`src/rtl/imem_loader.sv`:
```
// Streams 32-bit instruction words into a byte-wide memory, MSB first, wrapping at DEPTH.
// Optional CHECKSUM_EN adds an XOR checksum of every byte written in the session.
module imem_loader #(
    parameter int DEPTH  = 65,
    parameter int ADDR_W = 32,
    parameter int CNT_W  = 16
) (
    input  logic              clk,
    input  logic              rst,
    input  logic              start,
    input  logic [ADDR_W-1:0] base_addr,
    input  logic              in_valid,
    output logic              in_ready,
    input  logic [31:0]       in_data,
    input  logic              in_last,
    output logic              mem_we,
    output logic [ADDR_W-1:0] mem_addr,
    output logic [7:0]        mem_wdata,
    output logic              busy,
    output logic              done,
    output logic [CNT_W-1:0]  word_count
`ifdef CHECKSUM_EN
    ,
    output logic [7:0]        checksum
`endif
);

    typedef enum logic [1:0] {
        ST_IDLE,
        ST_ACCEPT,
        ST_WRITE,
        ST_DONE
    } state_t;

    localparam logic [ADDR_W-1:0] DEPTH_A = ADDR_W'(DEPTH);
    localparam logic [ADDR_W-1:0] LAST_A  = ADDR_W'(DEPTH - 1);

    state_t            state_reg;
    logic [ADDR_W-1:0] ptr_reg;
    logic [23:0]       word_reg;
    logic [1:0]        byte_idx_reg;
    logic              last_reg;

    function automatic logic [ADDR_W-1:0] next_ptr(input logic [ADDR_W-1:0] p);
        return (p == LAST_A) ? '0 : p + 1'b1;
    endfunction

    // ptr_reg always holds the address of the next byte to be issued; the
    // byte currently on the memory port sits in mem_addr/mem_wdata.
    always_ff @(posedge clk) begin
        if (rst) begin
            state_reg    <= ST_IDLE;
            ptr_reg      <= '0;
            word_reg     <= '0;
            byte_idx_reg <= '0;
            last_reg     <= 1'b0;
            in_ready     <= 1'b0;
            mem_we       <= 1'b0;
            mem_addr     <= '0;
            mem_wdata    <= '0;
            busy         <= 1'b0;
            done         <= 1'b0;
            word_count   <= '0;
`ifdef CHECKSUM_EN
            checksum     <= '0;
`endif
        end else begin
            done <= 1'b0;
            case (state_reg)
                ST_IDLE: begin
                    if (start) begin
                        ptr_reg    <= base_addr % DEPTH_A;
                        word_count <= '0;
`ifdef CHECKSUM_EN
                        checksum   <= '0;
`endif
                        in_ready   <= 1'b1;
                        busy       <= 1'b1;
                        state_reg  <= ST_ACCEPT;
                    end
                end
                ST_ACCEPT: begin
                    if (in_valid) begin
                        in_ready     <= 1'b0;
                        word_reg     <= in_data[23:0];
                        last_reg     <= in_last;
                        if (word_count != '1) begin
                            word_count <= word_count + 1'b1;
                        end
                        byte_idx_reg <= '0;
                        mem_we       <= 1'b1;
                        mem_addr     <= ptr_reg;
                        mem_wdata    <= in_data[31:24];
                        ptr_reg      <= next_ptr(ptr_reg);
`ifdef CHECKSUM_EN
                        checksum     <= checksum ^ in_data[31:24];
`endif
                        state_reg    <= ST_WRITE;
                    end
                end
                ST_WRITE: begin
                    if (byte_idx_reg == 2'd3) begin
                        mem_we <= 1'b0;
                        if (last_reg) begin
                            busy      <= 1'b0;
                            done      <= 1'b1;
                            state_reg <= ST_DONE;
                        end else begin
                            in_ready  <= 1'b1;
                            state_reg <= ST_ACCEPT;
                        end
                    end else begin
                        byte_idx_reg <= byte_idx_reg + 1'b1;
                        mem_addr     <= ptr_reg;
                        mem_wdata    <= word_reg[23:16];
                        word_reg     <= {word_reg[15:0], 8'h00};
                        ptr_reg      <= next_ptr(ptr_reg);
`ifdef CHECKSUM_EN
                        checksum     <= checksum ^ word_reg[23:16];
`endif
                    end
                end
                ST_DONE: begin
                    state_reg <= ST_IDLE;
                end
                default: begin
                    state_reg <= ST_IDLE;
                end
            endcase
        end
    end

endmodule

```
`config.mk`:
```
export PLATFORM = sky130hd
export DESIGN_NAME = imem_loader
export DESIGN_NICKNAME = d
export VERILOG_FILES = /design/src/rtl/imem_loader.sv
export SDC_FILE = /design/constraint.sdc
export NUM_CORES = 1
export LEC_CHECK = 0
export ABC_CLOCK_PERIOD_IN_PS = 23900
export CAP_MARGIN = 40
export CORE_ASPECT_RATIO = 0.7
export CORE_UTILIZATION = 25
export DETAILED_ROUTE_END_ITERATION = 7
export PLACE_DENSITY = 0.43
export SETUP_SLACK_MARGIN = 0.05
export SLEW_MARGIN = 0
export SYNTH_ARGS = -nofsm -noshare
export SYNTH_HDL_FRONTEND = slang
export SYNTH_SLANG_ARGS = --single-unit
```
`constraint.sdc`:
```
create_clock -name clk -period 23.9 [get_ports clk]
set_input_delay 3.585 -clock clk [delete_from_list [all_inputs] [get_ports clk]]
set_output_delay 3.585 -clock clk [all_outputs]
set_load 0.03 [all_outputs]
```
==> flow_metrics.py <==
metrics = {
    "floorplanning": {
        "start_util": 0.256,
        "rows": 69,
        "die_w_um": 275,
        "die_area_um2": 53300,
        "io_pins": 129,
        "core-area_um2": 51200,
        "die_h_um": 193,
    },
    "routing": {
        "vias": 14700,
        "wl_um": 45800,
        "drt_iter0_markers": 1164,
        "vias_per_cell": 5.60,
        "ant_nets": 0,
        "post_drt_wl_per_cell_um": 17.4,
        "drc": 0,
        "first_pass_iters": 5,
    },
    "critical_path": {
        "end_kind": "register",
        "cp-start-kind": "input port",
        "cp_num_buf_inv": 3,
        "crit_top_cell": "or3_1",
        "cpLargestDelayFamily": "simple AND/OR/NAND/NOR gates",
        "critical-path-slowest-cell": "or4b_4",
        "cp_data_required_time_ps": 24240,
        "slowest_delay_ps": 720,
        "cp_max_fo": 12,
        "critPathKind": "input port to register",
        "arrival_ps": 23290,
    },
    "synthesis": {
        "syn_nets": 1891,
        "ys.flop_type": "dfxtp_1",
        "syn_avg_cell_area_um2": 7.23,
        "yosysWarnings": 0,
        "synthesis.area_um2": 13100,
        "ys_ff_latch": 121,
        "synthCells": 1810,
        "ys_types": 138,
        "synth_area_leaders": "dfxtp_1 19%, a21oi_1 6.2%, nand2_1 5.5%, nor2_1 5.1%, o21ai_0 3.5%",
        "synth_area_leader_cell": "dfxtp_1",
        "synth_edf_count": 0,
        "ys_seq_area_frac": 0.185,
        "yosys.area.top_type_share": 0.185,
        "synthArstFlopShare": 0,
    },
    "place": {
        "gp_congestion": 0.895,
        "portBuffers": 128,
        "dp_hpwl_um": 35200,
    },
    "sta": {
        "worstMarginPinSlew_ps": 841,
        "hold_viol": 0,
        "fmax_mhz": 43.6,
        "finClkSkew_ps": 11.3,
        "setup_viol": 0,
        "max_slew_margin": 0.437,
        "drv_slew": 0,
        "min_period_ps": 22960,
        "finalCritPeriodShare": 0.961,
        "whs_ps": 451,
    },
    "global_route": {
        "grt_usage": 0.166,
        "grt_pass1_vias": 13200,
        "grt_pass1_wl_um": 73100,
        "antenna_found_initial": 2,
        "grt-ovfl-total": 0,
        "grt_max_degree": 73,
    },
    "finish": {
        "syn_to_final_growth_pct": 23.5,
        "drive_above_1_share": 0.126,
        "nets": 2017,
    },
    "clock_network": {
        "cts_tree": "built",
        "cts_max_level": 4,
        "holdBufCountCts": 0,
        "clk_path_buf_depth": 2,
        "path_clk_slew_ps": 60,
        "numCtsBuffers": 17,
        "cts_root_buffer": "clkbuf_16",
        "cts.sinks": 121,
        "clk_latency_ps": 420,
    },
    "flow_run": {
        "drv_cap": 0,
    },
    "hold_path": {
        "hold_path_class": "register to register",
    },
    "outcome": {
        "status": "completed",
    },
}
final timing paths:
check / start / endpoint / slack (ps) / depth (start not counted)
max reg2reg: ptr_reg[0]$_SDFFE_PP0P_ / ptr_reg[31]$_SDFFE_PP0P_ / 20300 / 16
max: base_addr[26] / ptr_reg[10]$_SDFFE_PP0P_ / 940 / 64
min: mem_addr[26]$_SDFFE_PP0P_ / mem_addr[26]$_SDFFE_PP0P_ / 450 / 2
min reg2reg: mem_addr[26]$_SDFFE_PP0P_ / mem_addr[26]$_SDFFE_PP0P_ / 450 / 2
synth_stat cells, drive strengths merged, types with 11 or more instances:
library cell    n
and3           40
nand2b         18
o211ai         24
nor2          181
nor3           59
o22ai          19
mux2i          37
nand2         194
a22oi          18
a21boi         15
a31o           11
inv            41
xnor2          24
nor4           27
ha             12
a211o          14
nand3          55
or2            31
o31ai          16
or3            39
buf            43
o21a           24
a21o           21
xor2           20
o21ai         125
nor2b          11
a211oi         67
dfxtp         121
and2           34
a221oi         11
nand4          21
a31oi          17
clkbuf         50
a21oi         167
through the flow:
step	instance area [µm²]	setup TNS [ps]	cells	util	worst slack, ps
detailed placement	15300	0	2585	0.298	393
global route	16200	-154	2624	0.316	-36.2
global placement	15200	0	2580	0.297	420
finish	16200	0	2624	0.316	942
floorplan	13100	0	1810	-	2330
CTS	15900	0	2617	0.310	773
tightest hold or removal path, delay by kind of cell, from the launching register on:
kind             cells  cell delay (ps)
AO/OA/AOI/OAI        1               50
AND/OR/NAND/NOR      1               50
flip-flops           1              310
logic make-up (layout without fill, tap and decap cells):
family / after synthesis / in the layout / synth area share
compound gates: 685 / 685 / 0.383
mux: 44 / 44 / 0.0346
xor+xnor: 44 / 44 / 0.0300
flops: 121 / 121 / 0.185
simple gates: 762 / 762 / 0.302
fa+ha+maj: 17 / 17 / 0.0153
buf+inv: 137 / 276 / 0.0499
other cells: 0 / 1 / 0
placed cells by master (no fill, tap or decap), types with 14 or more instances in the layout:
cell type,n
clkbuf_16,17
inv_1,40
a31oi_1,15
a211oi_1,53
clkdlybuf4s50_1,124
a22oi_1,17
and2_1,30
nor4_1,25
o21ai_1,27
nor3_1,53
buf_4,71
nand2b_1,18
or2_2,15
nand4_1,20
o21ai_0,91
a21o_1,20
o211ai_1,23
a211o_1,14
a21oi_1,159
or3_1,35
o21a_1,23
xor2_1,19
dfxtp_1,121
o22ai_1,17
xnor2_1,22
mux2i_1,36
nor2_1,176
nand2_1,192
nand3_1,53
and3_1,40
cell type report:
type,count,area [µm²]
clock inverters,14,170
inverters,41,154
flip-flops and latches,121,2420
fillers,5481,35000
well taps,674,843
multi-input cells,1552,10200
clock buffers,18,439
repair buffers,203,1890
diodes,1,2.50
per-layer routing:
layer | global-route usage | routed length [µm] | share of wire | vias up
li1 | - | - | - | 7201
met1 | 0.270 | 24300 | 0.53 | 7052
met5 | 0 | 0 | 0 | -
met3 | 0.0257 | 2880 | 0.063 | 25
met2 | 0.223 | 18300 | 0.40 | 428
met4 | 0.0278 | 330 | 0.0072 | 0
what timing repair did:
action | CTS | global route
resized for setup | 0 | 42
setup endpoints to repair | 0 | 32
setup buffers | 0 | 6
Power is left out: the tool's default activity adds up to more than one toggle a clock period on the data nets, which glitch-free logic cannot reach.
